==> config.mk <==
export PLATFORM = sky130hd
export DESIGN_NAME = seg_scan_reader
export DESIGN_NICKNAME = d
export VERILOG_FILES = /design/src/rtl/seg_scan_reader.sv
export SDC_FILE = /design/constraint.sdc
export NUM_CORES = 1
export LEC_CHECK = 0
export ABC_AREA = 1
export BUFFER_PORTS_ARGS = -buffer_cell sky130_fd_sc_hd__buf_2
export CORE_MARGIN = 3
export CORE_UTILIZATION = 45
export DETAILED_ROUTE_END_ITERATION = 10
export PLACE_DENSITY_LB_ADDON = 0.25
export SYNTH_ARGS = -nofsm -noshare
export SYNTH_HDL_FRONTEND = slang
export SYNTH_SLANG_ARGS = --single-unit
export TNS_END_PERCENT = 1
==> constraint.sdc <==
create_clock -name clk -period 5.1 [get_ports clk]
set_clock_uncertainty 0.2 [all_clocks]
set_input_delay 0.765 -clock clk [delete_from_list [all_inputs] [get_ports clk]]
set_output_delay 0.765 -clock clk [all_outputs]
set_load 0.005 [all_outputs]
==> src/rtl/seg_scan_reader.sv <==
// Snoops a multiplexed 4-digit 7-segment display, samples each digit once it has
// settled, and publishes complete BCD frames plus error and liveness indications.
module seg_scan_reader #(
  parameter int unsigned SETTLE  = 16,
  parameter int unsigned TIMEOUT = 1024
) (
  input  logic        clk,
  input  logic        reset,
  input  logic [6:0]  seg,
  input  logic [3:0]  an,
  output logic [15:0] digits,
  output logic        frame_valid,
  output logic        seg_err,
  output logic        an_err,
  output logic        display_dead
);

  localparam int unsigned IW = $clog2(TIMEOUT + 1);
  localparam logic [7:0]    SETTLE_C  = 8'(SETTLE);
  localparam logic [IW-1:0] TIMEOUT_C = IW'(TIMEOUT);

  logic [10:0]   prev_q, prev_d;
  logic [7:0]    stab_q, stab_d;
  logic [IW-1:0] idle_q, idle_d;
  logic [3:0]    seen_q, seen_d;
  logic [15:0]   slots_q, slots_d;
  logic [15:0]   digits_q, digits_d;
  logic          frame_valid_q, frame_valid_d;
  logic          seg_err_q, seg_err_d;
  logic          an_err_q, an_err_d;
  logic          dead_q, dead_d;

  logic          sample;
  logic          accept;
  logic [1:0]    idx;
  logic [3:0]    nib;
  logic          nib_bad;

  always_comb begin
    nib     = 4'hE;
    nib_bad = 1'b0;
    case (seg)
      7'b1000000: nib = 4'd0;
      7'b1111001: nib = 4'd1;
      7'b0100100: nib = 4'd2;
      7'b0110000: nib = 4'd3;
      7'b0011001: nib = 4'd4;
      7'b0010010: nib = 4'd5;
      7'b0000010: nib = 4'd6;
      7'b1111000: nib = 4'd7;
      7'b0000000: nib = 4'd8;
      7'b0010000: nib = 4'd9;
      7'b1111111: nib = 4'hF;
      default:    nib_bad = 1'b1;
    endcase
  end

  always_comb begin
    prev_d        = {an, seg};
    stab_d        = stab_q;
    sample        = 1'b0;
    seen_d        = seen_q;
    slots_d       = slots_q;
    digits_d      = digits_q;
    frame_valid_d = 1'b0;
    seg_err_d     = 1'b0;
    an_err_d      = 1'b0;
    accept        = 1'b0;
    idx           = 2'd0;
    idle_d        = (idle_q == TIMEOUT_C) ? idle_q : idle_q + IW'(1);

    // Sample fires only on the SETTLE-1 -> SETTLE step, so once per stable period.
    if ({an, seg} != prev_q) begin
      stab_d = '0;
    end else if (stab_q != SETTLE_C) begin
      stab_d = stab_q + 8'd1;
      sample = (stab_q == SETTLE_C - 8'd1);
    end

    if (sample) begin
      case (an)
        4'b1111: ;
        4'b1110: begin accept = 1'b1; idx = 2'd0; end
        4'b1101: begin accept = 1'b1; idx = 2'd1; end
        4'b1011: begin accept = 1'b1; idx = 2'd2; end
        4'b0111: begin accept = 1'b1; idx = 2'd3; end
        default: an_err_d = 1'b1;
      endcase
    end

    if (accept) begin
      slots_d[{idx, 2'b00} +: 4] = nib;
      seen_d[idx]                = 1'b1;
      seg_err_d                  = nib_bad;
      idle_d                     = '0;
      if (&seen_d) begin
        digits_d      = slots_d;
        frame_valid_d = 1'b1;
        seen_d        = '0;
      end
    end

    dead_d = (idle_d == TIMEOUT_C);
  end

  always_ff @(posedge clk or posedge reset) begin
    if (reset) begin
      prev_q        <= '1;
      stab_q        <= '0;
      idle_q        <= '0;
      seen_q        <= '0;
      slots_q       <= '0;
      digits_q      <= '1;
      frame_valid_q <= 1'b0;
      seg_err_q     <= 1'b0;
      an_err_q      <= 1'b0;
      dead_q        <= 1'b0;
    end else begin
      prev_q        <= prev_d;
      stab_q        <= stab_d;
      idle_q        <= idle_d;
      seen_q        <= seen_d;
      slots_q       <= slots_d;
      digits_q      <= digits_d;
      frame_valid_q <= frame_valid_d;
      seg_err_q     <= seg_err_d;
      an_err_q      <= an_err_d;
      dead_q        <= dead_d;
    end
  end

  assign digits       = digits_q;
  assign frame_valid  = frame_valid_q;
  assign seg_err      = seg_err_q;
  assign an_err       = an_err_q;
  assign display_dead = dead_q;

endmodule
==> results.sh, run 1 <==
export IMPL_root_buffer="clkbuf_8"
export IMPL_rsz0062_at_grt="no"
export IMPL_wirelength_um=7590
export IMPL_drive_gt1_frac=0.1807
export IMPL_grt_max_degree=48
export IMPL_worstReg2RegStart="stab_q[0]$_DFFE_PP0P_"
export IMPL_drtPass1Iterations=4
export IMPL_grt_pass1_wl_um=13390
export IMPL_cts_tree="done"
export IMPL_critPathCaptureType="register"
export IMPL_ys_seq_area_frac=0.4773
export IMPL_wl_met3_um=312
export IMPL_regToRegEndpoint="digits[10]$_DFFE_PP1P_"
export IMPL_io_pins=33
export IMPL_synth_area_leader_cell="dfrtp_1"
export IMPL_grt_ovfl_total=0
export IMPL_drt_iter0_markers=132
export IMPL_synth_nets=489
export IMPL_crit_arrival_ps=3330
export IMPL_ir_worst_vdd_uv=113.0
export IMPL_die_h_um=97.18
export IMPL_muxShareOfSynthArea=0.002676
export IMPL_num_vias=3016
export IMPL_final_hold_viol_count=0
export IMPL_top_layer="met4"
export IMPL_drc_errors=0
export IMPL_worst_pin_slew_ps=943.3
export IMPL_required_ps=5180
export IMPL_status="finished, final reports clean"
export IMPL_yosysUniqueCellTypes=33
export IMPL_synth_top_family_by_area="simple AND/OR/NAND/NOR gates"
export IMPL_htree_levels=3
export IMPL_synth_edf_count=0
export IMPL_syn_area_per_cell_um2=8.011
export IMPL_dieArea_um2=9444
export IMPL_antenna_found_initial=0
export IMPL_cts_sinks=70
export IMPL_core_area_um2=7888
export IMPL_postCtsHoldBufs=0
export IMPL_place_ws_ps=1523
export IMPL_hold_path_end="digits[13]$_DFFE_PP1P_"
export IMPL_ys_warnings_count=0
export IMPL_yosys_area_share_adder=0.03010
export IMPL_wl_per_cell_um=12.42
export IMPL_grt_usage=0.1733
export IMPL_ant_nets=0
export IMPL_first_global_vias=3024
export IMPL_final_setup_worst_slack_ps=1850
export IMPL_power_density_nw_per_um2=240.0
export IMPL_max_slew_margin=0.3702
export IMPL_cp_max_fo=22
export IMPL_synth_top_area_share=0.2876
export IMPL_n_fill_cell=741
export IMPL_synth_seq_cells=70
export IMPL_reg2reg_slack_ps=1920
export IMPL_async_reset_ff_frac=1.000
export IMPL_clk_pin_slew_ps=70
export IMPL_finalWeightedCongestion=0.9147
export IMPL_p_leak_nw=2.162
export IMPL_hold_depth=2
export IMPL_initial_core_util=0.4743
export IMPL_fin_tns_setup_ps=0
export IMPL_regArea_um2=1785
export IMPL_cp_start_kind="input pin"
export IMPL_num_antenna_cells=0
export IMPL_drv_slew=0
export IMPL_viasPerCell=4.936
export IMPL_hpwl_um=5507
export IMPL_period_share=0.6373
export IMPL_wl_met1_um=3571
export IMPL_yosys_area_share_simple=0.2866
export IMPL_r2r_cells=13
export IMPL_critPathKind="in2reg"
export IMPL_fmax_mhz=307.7
export IMPL_cts_resized=0
export IMPL_cts_setup_buffers=0
export IMPL_cts_inserted_buffers=9
export IMPL_synth_ff_type="dfrtp_1"
export IMPL_synthXorXnorAreaFrac=0.03512
export IMPL_area_growth_pct=11.07
export IMPL_synthCells=467
export IMPL_finalWorstPathRequiredPeriod_ps=3250
export IMPL_synth_area_um2=3741
export IMPL_port_buffers=32
export IMPL_clk_insertion_delay_late_ps=340
export IMPL_drv_cap=0
export IMPL_min_path_type="reg2reg"
export IMPL_setup_viol_count_final=0
export IMPL_die_x_um=97.18
export IMPL_nNetsFinal=527
export IMPL_yosysMostFrequentCell="nand2_1"
export IMPL_min_from="digits[13]$_DFFE_PP1P_"
export IMPL_cts_max_path_buffers=2
export IMPL_synth_common_cells="nand2_1, nor2_1, inv_1, dfrtp_1, nand3_1"
export IMPL_dr_wl_met2_um=3610
export IMPL_synthTopCellsByArea="dfrtp_1, dfstp_2, nand2_1"
export IMPL_whs_ps=272.8
export IMPL_multi_input_area_um2=1668
export IMPL_synth_compound_area_frac=0.09130
export IMPL_rows=32
worst max-delay path, stage by stage:
cell	delay (ps)
buf_2	150
inv_2	60
nand2_1	60
nand2_1	50
nor2_1	150
nand2_1	110
nor2_4	140
nand3_4	140
nor2_1	280
ha_1	280
nor2_1	60
nor2_1	110
nand2_1	110
nor2_4	460
o21ai_0	220
nor2_2	140
nor2_1	40
worst max path at each step:
stage | startpoint | end | cells after the start
2_1_floorplan | an[0] | digits[6]$_DFFE_PP1P_ | 15
3_3_place_gp | seg[4] | digits[10]$_DFFE_PP1P_ | 14
3_5_place_dp | seg[6] | digits[10]$_DFFE_PP1P_ | 17
4_1_cts | seg[6] | digits[10]$_DFFE_PP1P_ | 17
5_1_grt | seg[5] | digits[10]$_DFFE_PP1P_ | 17
6_report | seg[6] | digits[10]$_DFFE_PP1P_ | 17
layer usage:
layer	global-route usage	vias to the layer above
met1	0.2169	1409
met4	0.05940	0
met3	0.05671	10
met5	0	-
met2	0.2818	52
li1	-	1545
registers in the layout, summed over array words and instances (netlist names):
name / count
idle_q: 11
display_dead: 1
digits: 16
seen_q: 4
prev_q: 11
stab_q: 8
frame_valid: 1
slots_q: 16
seg_err: 1
an_err: 1
final cells by class:
cell class | count | share of cell area
timing repair buffer | 34 | 0.04216
multi-input combinational | 327 | 0.4014
inverter | 63 | 0.05751
clock inverter | 1 | 0.001807
clock buffer | 14 | 0.03674
sequential | 70 | 0.4297
tap | 102 | 0.03071
per-stage QoR:
step                total power [mW]  cell area [µm²]    util  cells
detailed placement            0.6281             3995  0.5065    596
global route                   1.049             4155  0.5268    611
CTS                            1.020             4155  0.5268    611
global placement              0.6273             3995  0.5065    596
floorplan                     0.6086             3741       -    467
finish                        0.9972             4155  0.5268    611
where the power goes:
| part | internal, mW | total [mW] | switching, mW |
|---|---|---|---|
| Clock | 0.188 | 0.380 | 0.192 |
| Sequential | 0.564 | 0.566 | 0.00210 |
| Combinational | 0.0152 | 0.0516 | 0.0363 |
| Total | 0.767 | 0.997 | 0.230 |
placed cells by master, fill, tap and decap left out:
cell          n
clkinvlp_4    1
xor2_1        5
inv_4         1
inv_2         2
nor2_1       72
buf_2        32
o21ai_1       1
nor2_8        1
nand3_1      30
clkbuf_1      4
dfrtp_1      43
a21oi_1      21
dfstp_2      27
nor2_2        2
nand2_4       1
buf_4         2
nand3_4       1
nand4_1       8
nand3b_1      2
o21ai_0      23
inv_1        60
xnor2_1      10
o22a_1        1
nand2_1     117
a21oi_4       3
nor2_4        3
nand4_2       1
clkbuf_8     10
a2111oi_0     1
mux2i_1       1
ha_1          9
nor3_1        8
a21oi_2       5
a31oi_1       1
logic make-up after synthesis:
family / after synthesis
AND/OR/NAND/NOR: 246
buffers and inverters: 70
flip-flops: 70
AO/OA/AOI/OAI: 56
XOR/XNOR: 15
adder cells (fa/ha/maj): 9
multiplexers: 1
(Power assumes the default switching activity.)
==> inputs of run 2 (changes only) <==
--- a/config.mk
+++ b/config.mk
@@ -5,7 +5,7 @@
 export SDC_FILE = /design/constraint.sdc
 export NUM_CORES = 1
 export LEC_CHECK = 0
-export ABC_AREA = 1
+export ABC_AREA = 0
 export BUFFER_PORTS_ARGS = -buffer_cell sky130_fd_sc_hd__buf_2
 export CORE_MARGIN = 3
 export CORE_UTILIZATION = 45
==> constraint.sdc (replaced) <==
create_clock -name clk -period 2.7 [get_ports clk]
set_clock_uncertainty 0.2 [all_clocks]
set_input_delay 0.405 -clock clk [delete_from_list [all_inputs] [get_ports clk]]
set_output_delay 0.405 -clock clk [all_outputs]
set_load 0.005 [all_outputs]
==> run 2 against run 1 <==
Effect of this change:
- the flow now finishes with violations (negative setup slack)
- utilization increased by 7.3 points
- combinational power increased to 4.4 times the previous value
- global-route usage increased by 0.87 points
- final cell count decreased by 14%
- largest cell class unchanged
==> results.sh, run 2 <==
export IMPL_drive_gt1_frac=0.3576
export IMPL_finalWeightedCongestion=0.8386
export IMPL_fmax_mhz=352.3
export IMPL_synth_nets=372
export IMPL_critPathKind="reg2reg"
export IMPL_place_ws_ps=-331.8
export IMPL_synth_common_cells="dfrtp_1, nor2_1, inv_1, dfstp_2, xor2_1"
export IMPL_synth_area_leader_cell="dfrtp_1"
export IMPL_synth_area_um2=3583
export IMPL_grt_max_degree=43
export IMPL_htree_levels=3
export IMPL_clk_pin_slew_ps=70
export IMPL_io_pins=33
export IMPL_cts_inserted_buffers=9
export IMPL_worstReg2RegStart="prev_q[8]$_DFF_PP1_"
export IMPL_min_from="an[0]"
export IMPL_drtPass1Iterations=4
export IMPL_rows=31
export IMPL_ir_worst_vdd_uv=272.6
export IMPL_wirelength_um=7412
export IMPL_layout_commonest_cell="dfrtp_1"
export IMPL_first_global_vias=2736
export IMPL_n_fill_cell=630
export IMPL_max_slew_margin=0.3505
export IMPL_port_buffers=32
export IMPL_drc_errors=0
export IMPL_stdcell_count=524
export IMPL_synth_seq_cells=70
export IMPL_grt_ovfl_total=0
export IMPL_final_hold_viol_count=0
export IMPL_syn_area_per_cell_um2=10.24
export IMPL_ys_warnings_count=0
export IMPL_cts_setup_buffers=0
export IMPL_antenna_found_initial=0
export IMPL_rsz0062_at_grt="yes"
export IMPL_drv_cap=0
export IMPL_whs_ps=131.8
export IMPL_viasPerCell=5.263
export IMPL_cp_startpoint="prev_q[8]$_DFF_PP1_"
export IMPL_die_h_um=95.24
export IMPL_final_setup_worst_slack_ps=-138.3
export IMPL_status="finished with violations"
export IMPL_worst_pin_slew_ps=974.3
export IMPL_fin_tns_setup_ps=-1851
export IMPL_initial_core_util=0.4787
export IMPL_root_buffer="clkbuf_8"
export IMPL_synth_edf_count=0
export IMPL_dp_cells=507
export IMPL_drv_slew=0
export IMPL_num_vias=2758
export IMPL_regArea_um2=1785
export IMPL_hold_depth=2
export IMPL_power_density_nw_per_um2=506.2
export IMPL_critPathCaptureType="register"
export IMPL_p_leak_nw=2.086
export IMPL_cts_max_path_buffers=2
export IMPL_synth_top_area_share=0.3003
export IMPL_grt_usage=0.1820
export IMPL_synthTopCellsByArea="dfrtp_1, dfstp_2, xor2_1"
export IMPL_num_antenna_cells=0
export IMPL_wl_per_cell_um=14.15
export IMPL_dieArea_um2=9070
export IMPL_nNetsFinal=442
export IMPL_cp_start_kind="register"
export IMPL_r2r_cells=9
export IMPL_period_share=1.051
export IMPL_cp_max_fo=8
export IMPL_grt_pass1_wl_um=12870
export IMPL_clk_insertion_delay_late_ps=330
export IMPL_violations="negative setup slack"
export IMPL_async_reset_ff_frac=1.000
export IMPL_setup_viol_count_final=23
export IMPL_cts_sinks=70
export IMPL_multi_input_area_um2=1734
export IMPL_yosysUniqueCellTypes=44
export IMPL_synth_ff_type="dfrtp_1"
export IMPL_min_path_type="in2reg"
export IMPL_yosysMostFrequentCell="dfrtp_1"
export IMPL_ys_seq_area_frac=0.4983
export IMPL_required_ps=2780
export IMPL_drt_iter0_markers=87
export IMPL_finalWorstPathRequiredPeriod_ps=2838
export IMPL_cts_tree="done"
export IMPL_crit_arrival_ps=2920
export IMPL_hpwl_um=5224
export IMPL_core_area_um2=7486
export IMPL_die_x_um=95.24
export IMPL_area_growth_pct=25.31
export IMPL_ant_nets=0
export IMPL_final_cell_mix="dfrtp_1, buf_4, nor2_1, buf_2, dfstp_2"
export IMPL_synthCells=350
==> run 2: kinds of logic (layout without fill, tap and decap cells) <==
logic type | Yosys count | count (layout) | share of synthesized area
adders and majority gates | 9 | 9 | 0.03143
AOI/OAI and AO/OA | 67 | 67 | 0.1260
xor gates and xnor gates | 27 | 27 | 0.06599
and+or+nand+nor | 113 | 113 | 0.1662
DFF | 70 | 70 | 0.4983
buffers and inverters | 46 | 121 | 0.05551
muxes | 18 | 18 | 0.05656
==> run 2: critical path, cell delays in order, from the launching register on <==
cell and delay, ps:
dfstp_2 540, xor2_1 70, nor4_2 320, nand3_1 150
nor2_1 140, nand4_1 210, ha_4 300, or4b_4 580
o22ai_2 120, mux2_2 160
==> run 2: through the flow <==
step	util	instance area, µm²	power [mW]
floorplan	-	3613	1.339
global placement	0.5519	4131	1.413
detailed placement	0.5519	4131	1.420
CTS	0.5935	4443	2.300
global route	0.5999	4491	2.401
finish	0.5999	4491	2.273
==> run 2: cell type report <==
cell class	count	share of cell area
flip-flops and latches	70	0.3976
multi-input cells	234	0.3862
repair buffers	77	0.1187
clock buffers	11	0.03371
well taps	99	0.02758
inverters	28	0.02340
clock inverters	5	0.01282
==> run 2: metal layers <==
layer / up-vias / track usage / routed length [µm]
met5: - / 0 / 0
met4: 0 / 0.06250 / 112
met3: 11 / 0.03946 / 239
met2: 42 / 0.2933 / 3565
met1: 1333 / 0.2425 / 3494
li1: 1372 / - / -
==> run 2: final timing paths <==
path / end / slack, ps
max: digits[15]$_DFFE_PP1P_ / -140
min: prev_q[7]$_DFF_PP1_ / 130
max reg2reg: digits[15]$_DFFE_PP1P_ / -140
min reg2reg: slots_q[2]$_DFFE_PP0N_ / 280
max in group asynchronous: digits[2]$_DFFE_PP1P_ / 1100
min in group asynchronous: slots_q[1]$_DFFE_PP0N_ / 510
==> run 2: power by group <==
group	internal (mW)	switching, mW
sequential	1.11	0.0699
clock	0.475	0.392
combinational	0.0992	0.128
total	1.68	0.590
==> run 2: timing repair <==
| action | CTS | global route |
|---|---|---|
| hold buffers | 1 | 0 |
| setup endpoints to repair | 30 | 36 |
| resized for setup | 20 | 10 |
| pin swaps | 7 | 6 |
| hold endpoints to repair | 16 | 0 |
==> inputs of run 3 (changes only) <==
--- a/config.mk
+++ b/config.mk
@@ -6,10 +6,13 @@
 export NUM_CORES = 1
 export LEC_CHECK = 0
 export ABC_AREA = 0
-export BUFFER_PORTS_ARGS = -buffer_cell sky130_fd_sc_hd__buf_2
+export BUFFER_PORTS_ARGS = -buffer_cell sky130_fd_sc_hd__buf_4
+export CELL_PAD_IN_SITES_DETAIL_PLACEMENT = 0
+export CELL_PAD_IN_SITES_GLOBAL_PLACEMENT = 1
 export CORE_MARGIN = 3
-export CORE_UTILIZATION = 45
+export CORE_UTILIZATION = 42
 export DETAILED_ROUTE_END_ITERATION = 10
+export GPL_TIMING_DRIVEN = 0
 export PLACE_DENSITY_LB_ADDON = 0.25
 export SYNTH_ARGS = -nofsm -noshare
 export SYNTH_HDL_FRONTEND = slang
==> run 3 against run 2 <==
Effect of this change:
- the flow still finishes with violations (negative setup slack)
- critical path type unchanged
- clock-buffer cell count rose by 1
- sequential power about the same
- critical endpoint is now digits[10]$_DFFE_PP1P_
- via count down 0.91%
==> results.sh, run 3 (synthesized netlist as in run 2, its figures left out) <==
export IMPL_die_x_um=98.37
export IMPL_cts_sinks=70
export IMPL_drc_errors=0
export IMPL_required_ps=2770
export IMPL_root_buffer="clkbuf_8"
export IMPL_critPathKind="reg2reg"
export IMPL_setup_viol_count_final=43
export IMPL_path_common_cell="buf_6"
export IMPL_intPower_mw=1.562
export IMPL_postLayoutCoreUtil=0.5577
export IMPL_final_setup_worst_slack_ps=-243.3
export IMPL_final_cell_mix="dfrtp_1, buf_4, nor2_1, dfstp_2, inv_1"
export IMPL_comb_power_share=0.105
export IMPL_grt_usage=0.1675
export IMPL_drv_cap=0
export IMPL_viasPerCell=5.206
export IMPL_place_ws_ps=-898.8
export IMPL_die_h_um=98.37
export IMPL_num_antenna_cells=0
export IMPL_wirelength_um=7703
export IMPL_switching_share=0.2754
export IMPL_finalWorstPathRequiredPeriod_ps=2943
export IMPL_hpwl_um=4870
export IMPL_power_density_nw_per_um2=468.1
export IMPL_rows=33
export IMPL_grt_ovfl_total=0
export IMPL_finalWeightedCongestion=0.8009
export IMPL_num_vias=2733
export IMPL_nNetsFinal=437
export IMPL_antenna_found_initial=0
export IMPL_io_pins=33
export IMPL_critical_path_top_delay_family="simple AND/OR/NAND/NOR gates"
export IMPL_core_area_um2=8258
export IMPL_ir_worst_vdd_uv=397.7
export IMPL_crit_buf_inv=5
export IMPL_cp_start_kind="register"
export IMPL_cts_inserted_buffers=9
export IMPL_rsz0062_at_grt="yes"
export IMPL_htree_levels=3
export IMPL_wl_per_cell_um=14.67
export IMPL_port_buffers=32
export IMPL_status="finished with violations"
export IMPL_max_slew_margin=0.4355
export IMPL_final_hold_viol_count=0
export IMPL_first_global_vias=2668
export IMPL_clk_insertion_delay_late_ps=340
export IMPL_area_growth_pct=28.53
export IMPL_initial_core_util=0.4339
export IMPL_grt_max_degree=71
export IMPL_ant_nets=0
export IMPL_max_stage_delay_ps=530
export IMPL_grt_pass1_wl_um=13120
export IMPL_violations="negative setup slack"
export IMPL_period_share=1.090
export IMPL_worst_pin_slew_ps=846.8
export IMPL_drive_gt1_frac=0.3500
export IMPL_clk_pin_slew_ps=70
export IMPL_slowest_stage="dfstp_2"
export IMPL_power_switching_mw=0.5938
export IMPL_drtPass1Iterations=5
export IMPL_power_frac_seq=0.547
export IMPL_layout_commonest_cell="dfrtp_1"
export IMPL_cp_max_fo=5
export IMPL_cts_max_path_buffers=2
export IMPL_clockPowerShare=0.348
export IMPL_cts_tree="done"
export IMPL_drt_iter0_markers=96
export IMPL_crit_arrival_ps=3010
export IMPL_dieArea_um2=9677
export IMPL_fmax_mhz=339.8
export IMPL_min_path_type="in2reg"
export IMPL_path_cells="xor2_1 -> nor4_2 -> nand3_1 -> clkbuf_8 -> nor2_1 -> nand4_1 -> buf_6 -> inv_6 -> ha_2 -> o22ai_4 -> nor3_4 -> buf_4 -> buf_6 -> mux2_1"
export IMPL_drv_slew=0
export IMPL_p_leak_nw=2.000
export IMPL_critPathCaptureType="register"
-- run 3: changes by cell type in the layout (fill, tap and decap cells not counted), moves of 3 or more --
cell	delta
dlygate4sd3_1	+9
buf_2	-29
mux2_1	-11
o22ai_2	-3
mux2_4	+13
clkbuf_1	+7
buf_6	+5
ha_1	-3
buf_8	+3
-- run 3: cell type report --
cell class / count / area (µm²)
inverters: 28 / 112.6
well taps: 105 / 131.4
repair buffers: 58 / 483.0
clock buffers: 12 / 145.1
plain buffers: 14 / 108.9
flip-flops and latches: 70 / 1785
multi-input cells: 234 / 1817
fillers: 727 / 3652
clock inverters: 4 / 22.52
-- run 3: worst reg2reg max path, cell delays in order (launching register included) --
cell and delay, ps:
dfstp_2 530, xor2_1 70, nor4_2 340, nand3_1 160
clkbuf_8 160, nor2_1 70, nand4_1 90, buf_6 160
inv_6 70, ha_2 210, o22ai_4 80, nor3_4 150
buf_4 150, buf_6 120, mux2_1 320
-- run 3: power by group through the flow --
stage / Sequential, mW / Combinational (mW) / Clock, mW
final: 1.18 / 0.226 / 0.750
after global placement: 1.19 / 0.210 / 0
after global routing: 1.19 / 0.259 / 0.821
after CTS: 1.18 / 0.228 / 0.776
after floorplan: 1.18 / 0.159 / 0
after detailed placement: 1.19 / 0.215 / 0
-- run 3: timing repair --
item	CTS	global route
endpoints found under the hold margin	10	0
hold buffers	10	0
gates cloned	1	0
setup endpoints to repair	41	47
gates resized for setup	43	18
buffers inserted	10	5
pin swaps	8	8
-- run 3: routing by layer --
| layer | vias to the layer above | global-route usage | routed length, µm |
|---|---|---|---|
| li1 | 1357 | - | - |
| met1 | 1336 | 0.2268 | 3690 |
| met2 | 38 | 0.2709 | 3734 |
| met3 | 2 | 0.03357 | 253 |
| met4 | 0 | 0.05357 | 24 |
| met5 | - | 0 | 0 |
-- run 3: final timing paths --
kind	slack (ps)	cells past startpoint	from	end
setup reg to reg	-240	14	prev_q[8]$_DFF_PP1_	digits[10]$_DFFE_PP1P_
min in group asynchronous	40	2	reset	an_err$_DFF_PP0_
hold reg to reg	290	1	slots_q[10]$_DFFE_PP0N_	slots_q[10]$_DFFE_PP0N_
max in group asynchronous	1710	2	reset	idle_q[10]$_DFF_PP0_
setup / recovery	-240	14	prev_q[8]$_DFF_PP1_	digits[10]$_DFFE_PP1P_
hold / removal	20	1	an[1]	prev_q[8]$_DFF_PP1_
-- run 3: through the flow --
stage	power [mW]	setup TNS [ps]	std cells	cell area [µm²]	hold WS [ps]
4_1_cts	2.182	-10970	521	4514	3.249
6_report	2.156	-5801	525	4606	16.32
2_1_floorplan	1.339	-5704	350	3613	209.5
5_1_grt	2.273	-13250	525	4606	2.371
3_5_place_dp	1.409	-30020	487	3988	270.5
3_3_place_gp	1.405	-51920	487	3985	262.6
